$ cat config.mk
export PLATFORM = sky130hd
export DESIGN_NAME = mem_access_unit
export DESIGN_NICKNAME = d
export VERILOG_FILES = /design/src/rtl/rv_lsu_pkg.sv /design/src/rtl/lsu_timeout_ctr.sv /design/src/rtl/mem_access_unit.sv
export SDC_FILE = /design/constraint.sdc
export NUM_CORES = 1
export LEC_CHECK = 0
export ABC_AREA = 1
export CORE_ASPECT_RATIO = 1.75
export CORE_UTILIZATION = 35
export DETAILED_ROUTE_END_ITERATION = 10
export PLACE_DENSITY = 0.73
export SLEW_MARGIN = 20
export SYNTH_ARGS = -nofsm -noshare
export SYNTH_HDL_FRONTEND = slang
export SYNTH_SLANG_ARGS = --single-unit
$ cat constraint.sdc
create_clock -name clk -period 2 [get_ports clk]
set_input_delay 0.3 -clock clk [delete_from_list [all_inputs] [get_ports clk]]
set_output_delay 0.3 -clock clk [all_outputs]
set_load 0.05 [all_outputs]
$ cat src/rtl/rv_lsu_pkg.sv
// Shared types and constants for the MEM-stage load/store unit.
// Holds the FSM encoding, fault cause codes and the access legality check.
package rv_lsu_pkg;

   typedef enum logic [1:0] {
      IDLE = 2'd0,
      WAIT = 2'd1,
      DONE = 2'd2
   } lsu_state_e;

   localparam logic [1:0] FAULT_NONE     = 2'b00;
   localparam logic [1:0] FAULT_MISALIGN = 2'b01;
   localparam logic [1:0] FAULT_RW       = 2'b10;
   localparam logic [1:0] FAULT_TIMEOUT  = 2'b11;

   localparam int CTRL_READ  = 1;
   localparam int CTRL_WRITE = 0;

   // Read+write together outranks misalignment.
   function automatic logic [1:0] legality_cause(input logic [1:0] ctrl,
                                                 input logic [1:0] addr_lo);
      logic [1:0] cause;
      cause = FAULT_NONE;
      if (ctrl[CTRL_READ] && ctrl[CTRL_WRITE]) begin
         cause = FAULT_RW;
      end else if (addr_lo != 2'b00) begin
         cause = FAULT_MISALIGN;
      end else begin
         cause = FAULT_NONE;
      end
      return cause;
   endfunction

endpackage

$ cat src/rtl/lsu_timeout_ctr.sv
// Wait-cycle counter for the LSU bus timeout.
// tc is high while the count sits at LIMIT-1; LIMIT=0 never raises tc.
module lsu_timeout_ctr #(
   parameter int LIMIT = 16
) (
   input  logic clk,
   input  logic reset,
   input  logic clr,
   input  logic en,
   output logic tc
);
   localparam int CNT_W = (LIMIT <= 1) ? 1 : $clog2(LIMIT);
   localparam logic [CNT_W-1:0] LAST = CNT_W'((LIMIT > 0) ? (LIMIT - 1) : 0);

   logic [CNT_W-1:0] count_q;
   logic [CNT_W-1:0] count_d;

   // Next count: clear has priority over increment.
   always_comb begin
      count_d = count_q;
      if (clr) begin
         count_d = {CNT_W{1'b0}};
      end else if (en) begin
         count_d = count_q + CNT_W'(1);
      end else begin
         count_d = count_q;
      end
   end

   // Count register with synchronous active-low reset.
   always_ff @(posedge clk) begin
      if (!reset) begin
         count_q <= {CNT_W{1'b0}};
      end else begin
         count_q <= count_d;
      end
   end

   assign tc = (LIMIT != 0) && (count_q == LAST);

endmodule

$ cat src/rtl/mem_access_unit.sv
// MEM-stage load/store unit: one bus transaction per access, stalls the
// pipeline while outstanding, then reports load data or a fault for one cycle.
module mem_access_unit
   import rv_lsu_pkg::*;
#(
   parameter int TIMEOUT_CYCLES = 16,
   parameter int ADDR_W         = 32
) (
   input  logic              clk,
   input  logic              reset,
   input  logic [1:0]        mem_mem_control,
   input  logic [ADDR_W-1:0] mem_result,
   input  logic [ADDR_W-1:0] mem_write_data,
   output logic              dbus_req,
   output logic              dbus_we,
   output logic [ADDR_W-1:0] dbus_addr,
   output logic [ADDR_W-1:0] dbus_wdata,
   input  logic              dbus_ready,
   input  logic [ADDR_W-1:0] dbus_rdata,
   output logic              lsu_stall,
   output logic              lsu_load_valid,
   output logic [ADDR_W-1:0] lsu_load_data,
   output logic              lsu_fault,
   output logic [1:0]        lsu_fault_cause
);
   lsu_state_e        state_q, state_d;
   logic              req_q, req_d;
   logic              we_q, we_d;
   logic [ADDR_W-1:0] addr_q, addr_d;
   logic [ADDR_W-1:0] wdata_q, wdata_d;
   logic              load_valid_q, load_valid_d;
   logic [ADDR_W-1:0] load_data_q, load_data_d;
   logic              fault_q, fault_d;
   logic [1:0]        cause_q, cause_d;

   logic       access;
   logic [1:0] check_cause;
   logic       tmo_hit;
   logic       ctr_en;
   logic       ctr_clr;

   assign access      = (mem_mem_control != 2'b00);
   assign check_cause = legality_cause(mem_mem_control, mem_result[1:0]);
   assign ctr_en      = (state_q == WAIT);
   assign ctr_clr     = (state_q != WAIT) || dbus_ready || tmo_hit;

   lsu_timeout_ctr #(.LIMIT(TIMEOUT_CYCLES)) u_tmo (
      .clk   (clk),
      .reset (reset),
      .clr   (ctr_clr),
      .en    (ctr_en),
      .tc    (tmo_hit)
   );

   // Next-state and register-load decisions; everything holds by default.
   always_comb begin
      state_d      = state_q;
      req_d        = req_q;
      we_d         = we_q;
      addr_d       = addr_q;
      wdata_d      = wdata_q;
      load_valid_d = load_valid_q;
      load_data_d  = load_data_q;
      fault_d      = fault_q;
      cause_d      = cause_q;
      case (state_q)
         IDLE: begin
            if (!access) begin
               state_d = IDLE;
            end else if (check_cause != FAULT_NONE) begin
               state_d = DONE;
               fault_d = 1'b1;
               cause_d = check_cause;
            end else begin
               state_d = WAIT;
               req_d   = 1'b1;
               we_d    = mem_mem_control[CTRL_WRITE];
               addr_d  = {mem_result[ADDR_W-1:2], 2'b00};
               if (mem_mem_control[CTRL_WRITE]) begin
                  wdata_d = mem_write_data;
               end else begin
                  wdata_d = wdata_q;
               end
            end
         end
         WAIT: begin
            if (dbus_ready) begin
               state_d = DONE;
               req_d   = 1'b0;
               if (!we_q) begin
                  load_data_d  = dbus_rdata;
                  load_valid_d = 1'b1;
               end else begin
                  load_valid_d = 1'b0;
               end
            end else if (tmo_hit) begin
               state_d      = DONE;
               req_d        = 1'b0;
               fault_d      = 1'b1;
               cause_d      = FAULT_TIMEOUT;
               load_valid_d = 1'b0;
            end else begin
               state_d = WAIT;
            end
         end
         DONE: begin
            // Inputs still carry the finished access, so they are not looked at.
            state_d      = IDLE;
            load_valid_d = 1'b0;
            fault_d      = 1'b0;
         end
         default: begin
            state_d      = IDLE;
            req_d        = 1'b0;
            load_valid_d = 1'b0;
            fault_d      = 1'b0;
         end
      endcase
   end

   // State and output registers with synchronous active-low reset.
   always_ff @(posedge clk) begin
      if (!reset) begin
         state_q      <= IDLE;
         req_q        <= 1'b0;
         we_q         <= 1'b0;
         addr_q       <= {ADDR_W{1'b0}};
         wdata_q      <= {ADDR_W{1'b0}};
         load_valid_q <= 1'b0;
         load_data_q  <= {ADDR_W{1'b0}};
         fault_q      <= 1'b0;
         cause_q      <= FAULT_NONE;
      end else begin
         state_q      <= state_d;
         req_q        <= req_d;
         we_q         <= we_d;
         addr_q       <= addr_d;
         wdata_q      <= wdata_d;
         load_valid_q <= load_valid_d;
         load_data_q  <= load_data_d;
         fault_q      <= fault_d;
         cause_q      <= cause_d;
      end
   end

   // DONE drops the stall so EX/MEM advances exactly once per access.
   assign lsu_stall       = reset && (((state_q == IDLE) && access) || (state_q == WAIT));
   assign dbus_req        = req_q;
   assign dbus_we         = we_q;
   assign dbus_addr       = addr_q;
   assign dbus_wdata      = wdata_q;
   assign lsu_load_valid  = load_valid_q;
   assign lsu_load_data   = load_data_q;
   assign lsu_fault       = fault_q;
   assign lsu_fault_cause = cause_q;

endmodule

==> impl_metrics.env, run 1 <==
export IMPL_status="finished, final reports clean"
export IMPL_grt_max_degree=98
export IMPL_synth_top_family_by_area="simple AND/OR/NAND/NOR gates"
export IMPL_power_density_nw_per_um2=788.0
export IMPL_worstRegToRegCells=7
export IMPL_rows=50
export IMPL_cts_num_sinks=106
export IMPL_vias_per_cell=4.688
export IMPL_clock_fmax_mhz=541.7
export IMPL_grt_overflow=0
export IMPL_synthCells=492
export IMPL_synth_simple_gate_area_share_pct=24.62
export IMPL_post_route_period_util_pct=92.31
export IMPL_fin_skew_ns=0.006304
export IMPL_ctsResizeCount=0
export IMPL_dpl_cell_area_um2=5946
export IMPL_synth_mux_area_fraction_pct=0
export IMPL_ys_seq_elements=106
export IMPL_worstSetupPathType="reg -> out"
export IMPL_rrSetupSlack_ns=0.51
export IMPL_grt_usage_pct=19.35
export IMPL_hold_path_endpoint="lsu_load_valid"
export IMPL_final_common_cell="clkdlybuf4s50_1"
export IMPL_final_cell_mix="clkdlybuf4s50_1 (198), nor2_1 (187), dfxtp_1 (106), o21ai_0 (78), nand2_1 (21)"
export IMPL_avgRoutedWirePerCell_um=13.73
export IMPL_slowest_stage="dfxtp_1"
export IMPL_cts_tree="done"
export IMPL_grt_pass1_vias=3580
export IMPL_setup_ws_ns=0.1538
export IMPL_ys_types=28
export IMPL_finalWeightedCongestion=0.7904
export IMPL_cts_buffer_depth=2
export IMPL_netlist_area_um2=3892
export IMPL_nets=783
export IMPL_reg2reg_from="state_q[0]"
export IMPL_antenna_left=0
export IMPL_dieWidth_um=81.72
export IMPL_firstDrtPassIters=4
export IMPL_finalSetupViolCount=0
export IMPL_synth_top_cell_area_share_pct=54.52
export IMPL_grt_setup_unrepaired="false"
export IMPL_ys_top_cells_by_area="dfxtp_1 (55%), nor2_1 (18%), o21ai_0 (10%)"
export IMPL_reg2reg_to="lsu_load_data[17]"
export IMPL_root_buffer="clkbuf_16"
export IMPL_cap_viol_max_count=0
export IMPL_vias=3825
export IMPL_grt_pass1_wl_mm=16.99
export IMPL_final_cell_area_um2=6233
export IMPL_port_buffers=201
export IMPL_fin_setup_tns_ns=0
export IMPL_end_kind="primary output"
export IMPL_coreArea_um2=10760
export IMPL_cts_clk_slew_worst_paths_ns=0.07
export IMPL_dieArea_um2=11560
export IMPL_yosysWarnings=0
export IMPL_hp_class="in -> reg"
export IMPL_ys_seq_area_share_pct=54.52
export IMPL_clk_latency_ns=0.34
export IMPL_io_pins=204
export IMPL_cpMostUsedCell="nor2_1"
export IMPL_slew_viol_final=0
export IMPL_ir_worst_vdd_v=0.0005019
export IMPL_synth_adder_area_share_pct=0.3214
export IMPL_yosysTopAreaCell="dfxtp_1"
export IMPL_drc_errors=0
export IMPL_drive_above_1_share_pct=6.997
export IMPL_tightest_slew_ns=0.5594
export IMPL_syn_area_per_cell_um2=7.912
export IMPL_die_h_um=141.5
export IMPL_dpl_hpwl_mm=8.007
export IMPL_hold_path_startpoint="reset"
export IMPL_cp_required_ns=1.70
export IMPL_leakage_nw=2.501
export IMPL_holdPathStages=3
export IMPL_synth_compound_area_share_pct=13.73
export IMPL_slew_headroom_pct=62.59
export IMPL_antenna_found_initial=0
export IMPL_drtIter0Drc=201
export IMPL_diodes=0
export IMPL_path_cells="nor2_2 > inv_1 > nor2_1 > nor2_1 > nor2_1 > buf_12"
export IMPL_ctsHoldBuffers=0
export IMPL_arrival_ns=1.55
export IMPL_post_cts_buffers=0
export IMPL_slowest_delay_ns=0.36
export IMPL_start_util_pct=36.17
export IMPL_critical_path_max_fanout=4
export IMPL_area_growth_syn_to_layout_pct=60.14
export IMPL_period_minus_slack_ns=1.846
export IMPL_numCtsBuffers=9
export IMPL_h_tree_depth=3
export IMPL_drt_total_wl_mm=11.20
export IMPL_synth_xor_area_share_pct=0.2250
export IMPL_hold_ws_ns=0.3639
export IMPL_fillerInstances=963
export IMPL_place_ws_ns=0.08626
export IMPL_hold_viol_final=0
export IMPL_cp_start_kind="register"
[metrics by stage]
stage	util [%]	power, mW	cells
global route	57.93	5.122	816
floorplan	-	2.842	493
global placement	55.26	3.263	800
finish	57.93	4.912	816
CTS	57.93	4.982	816
detailed placement	55.26	3.277	800
[cell usage after synthesis]
cell and n:
a21oi_1 8, a21oi_2 1, buf_1 1, buf_2 7
buf_4 5, buf_6 6, buf_8 1, clkbuf_1 9
clkbuf_2 1, conb_1 1, dfxtp_1 106, ha_1 1
inv_1 10, inv_2 3, inv_4 1, nand2_1 21
nand2_2 1, nand2_4 1, nand3_1 5, nand3_2 1
nand4_1 2, nor2_1 187, nor2_2 13, nor2_4 1
nor2_8 1, o21ai_0 78, o21ai_1 19, xor2_1 1
[power by group]
group          internal, mW  switching (mW)
combinational         0.401           0.572
clock                 0.892           0.792
sequential             2.20          0.0502
total                  3.50            1.41
[metal layers]
layer / GRT usage, % / up-vias / routed length [um]
met4: 9.695 / 0 / 341
li1: - / 1937 / -
met3: 5.595 / 25 / 762
met5: 0 / - / 0
met2: 34.19 / 141 / 5912
met1: 20.06 / 1722 / 4186
[registers in the layout (all words and copies together), names as in the netlist]
signal           count
dbus_addr           30
lsu_load_data       32
dbus_we              1
state_q              2
dbus_req             1
lsu_load_valid       1
dbus_wdata          32
u_tmo.count_q        4
lsu_fault            1
lsu_fault_cause      2
[critical path: cells and delay by family (launching register included)]
family | cells | cell delay (ns)
AND/OR/NAND/NOR | 4 | 0.58
buffers and inverters | 2 | 0.27
flip-flops | 1 | 0.36
[how the worst max path moves through the flow]
stage	from	endpoint	slack [ns]	cells after the start
after global placement	mem_mem_control[0]	dbus_we	0.14	7
after detailed placement	mem_mem_control[0]	dbus_we	0.09	7
after floorplan	state_q[1]	lsu_stall	0.34	5
after global routing	state_q[1]	lsu_stall	0.05	6
after CTS	lsu_load_valid	lsu_load_valid	0.15	1
final	state_q[1]	lsu_stall	0.15	6
[layout make-up]
type / instances / area (um^2) / area share [%]
well taps: 130 / 162.7 / 2.609
repair buffers: 207 / 2085 / 33.44
clock inverters: 6 / 48.80 / 0.7828
flip-flops and latches: 106 / 2122 / 34.04
multi-input cells: 343 / 1521 / 24.41
clock buffers: 10 / 239.0 / 3.834
inverters: 14 / 55.05 / 0.8832
[logic make-up (layout without fill, tap and decap cells)]
group	after synthesis	count (layout)
buf+inv	44	237
simple gates	233	233
xor+xnor	1	1
compound gates	106	106
other cells	1	2
fa+ha+maj	1	1
flops	106	106
Power figures use the tool's default switching activity.
==> run 2: changes to the inputs <==
- PLACE_DENSITY: 0.73 -> 0.75
==> impl_metrics.env, run 2 (same netlist as run 1, synthesis figures left out) <==
export IMPL_grt_setup_unrepaired="false"
export IMPL_place_ws_ns=0.1249
export IMPL_cts_buffer_depth=2
export IMPL_final_cells=816
export IMPL_cts_clk_slew_worst_paths_ns=0.06
export IMPL_dieWidth_um=81.72
export IMPL_clock_fmax_mhz=550.1
export IMPL_worstSetupPathType="reg -> out"
export IMPL_endpoint="dbus_wdata[11]"
export IMPL_numCtsBuffers=9
export IMPL_path_buf_inv=1
export IMPL_ctsHoldBuffers=0
export IMPL_top_layer="met4"
export IMPL_cts_tree="done"
export IMPL_post_cts_buffers=0
export IMPL_dr_wl_met3_um=770
export IMPL_drt_total_wl_mm=11.37
export IMPL_dpl_hpwl_mm=8.358
export IMPL_nets=785
export IMPL_start_util_pct=36.17
export IMPL_coreArea_um2=10760
export IMPL_slew_viol_final=0
export IMPL_post_route_period_util_pct=90.89
export IMPL_grt_pass1_vias=3844
export IMPL_hold_ws_ns=0.3340
export IMPL_status="finished, final reports clean"
export IMPL_area_growth_syn_to_layout_pct=59.50
export IMPL_firstDrtPassIters=4
export IMPL_wl_met1_mm=4.198
export IMPL_cp_required_ns=1.70
export IMPL_fin_setup_tns_ns=0
export IMPL_ir_worst_vdd_v=0.0004968
export IMPL_antenna_left=0
export IMPL_root_buffer="clkbuf_16"
export IMPL_final_cell_area_um2=6208
export IMPL_drive_above_1_share_pct=6.851
export IMPL_hold_viol_final=0
export IMPL_worstRegToRegCells=7
export IMPL_dp_cells=802
export IMPL_cp_start_kind="register"
export IMPL_dieArea_um2=11560
export IMPL_slew_headroom_pct=63.27
export IMPL_ctsResizeCount=0
export IMPL_slowest_delay_ns=0.83
export IMPL_antenna_found_initial=0
export IMPL_cap_viol_max_count=0
export IMPL_h_tree_depth=3
export IMPL_crit_cells=1
export IMPL_reg2reg_to="lsu_load_data[15]"
export IMPL_period_minus_slack_ns=1.818
export IMPL_rows=50
export IMPL_cp_top_family="buffers and inverters"
export IMPL_drc_errors=0
export IMPL_finalWeightedCongestion=0.8122
export IMPL_grt_max_degree=59
export IMPL_grt_overflow=0
export IMPL_rrSetupSlack_ns=0.45
export IMPL_final_common_cell="clkdlybuf4s50_1"
export IMPL_cts_num_sinks=106
export IMPL_final_cell_mix="clkdlybuf4s50_1 (198), nor2_1 (187), dfxtp_1 (106), o21ai_0 (78), nand2_1 (21)"
export IMPL_io_pins=204
export IMPL_dpl_cell_area_um2=5948
export IMPL_arrival_ns=1.52
export IMPL_reg2reg_from="state_q[0]"
export IMPL_hp_class="in -> reg"
export IMPL_slowest_stage="clkdlybuf4s50_1"
export IMPL_fin_skew_ns=0.006347
export IMPL_setup_ws_ns=0.1822
export IMPL_met2_wirelength_mm=5.946
export IMPL_setup_worst_path_start="dbus_wdata[11]"
export IMPL_clk_latency_ns=0.34
export IMPL_tightest_slew_ns=0.5492
export IMPL_path_cells="clkdlybuf4s50_1"
export IMPL_vias=3891
export IMPL_end_kind="primary output"
export IMPL_grt_pass1_wl_mm=18.00
export IMPL_port_buffers=201
export IMPL_diodes=0
export IMPL_grt_usage_pct=20.41
export IMPL_die_h_um=141.5
export IMPL_avgRoutedWirePerCell_um=13.93
export IMPL_vias_per_cell=4.768
export IMPL_critical_path_max_fanout=2
export IMPL_leakage_nw=2.480
export IMPL_finalSetupViolCount=0
export IMPL_drtIter0Drc=202
export IMPL_power_density_nw_per_um2=774.1
run 2: changes by cell type in the layout (fill, tap and decap cells not counted), sizes merged:
cell / before / now
clkinvlp: 0 / 3
inv: 16 / 14
buf: 9 / 11
clkinv: 4 / 1
run 2: stage by stage:
stage | util [%] | power, mW
floorplan | - | 2.842
global placement | 55.28 | 3.264
detailed placement | 55.28 | 3.280
CTS | 57.70 | 4.873
global route | 57.70 | 5.025
finish | 57.70 | 4.806
run 2: routing by layer:
| layer | vias up | track usage (%) |
|---|---|---|
| li1 | 1942 | - |
| met5 | - | 0 |
| met3 | 31 | 4.887 |
| met1 | 1764 | 21.77 |
| met2 | 154 | 35.49 |
| met4 | 0 | 11.54 |
run 2: worst register-to-register path, cell delays in order (launching register included):
cell     delay [ns]
dfxtp_1        0.35
inv_1          0.08
nor2_4         0.24
nand2_4        0.11
nor2_8         0.18
buf_4          0.29
o21ai_0        0.12
nor2_1         0.12
run 2: worst min-delay path by stage:
stage	from	to	slack [ns]	depth (start not counted)
2_1_floorplan	u_tmo.count_q[0]	u_tmo.count_q[0]	0.42	1
3_3_place_gp	u_tmo.count_q[0]	u_tmo.count_q[0]	0.43	1
3_5_place_dp	u_tmo.count_q[0]	u_tmo.count_q[0]	0.45	1
4_1_cts	reset	lsu_load_valid	0.33	3
5_1_grt	reset	lsu_load_valid	0.36	3
6_report	reset	lsu_load_valid	0.33	3
run 2: layout make-up:
class | count | area, um^2
fillers | 986 | 4552
flip-flops and latches | 106 | 2122
repair buffers | 209 | 2087
multi-input cells | 343 | 1521
clock buffers | 10 | 229.0
well taps | 130 | 162.7
inverters | 14 | 55.05
clock inverters | 4 | 31.28
run 2: power breakdown:
part	leakage, nW	total [mW]	switching (mW)	internal, mW
clock network	0.117	1.57	0.743	0.832
registers	0.862	2.26	0.0500	2.21
logic	1.50	0.975	0.574	0.401
total	2.48	4.81	1.37	3.44
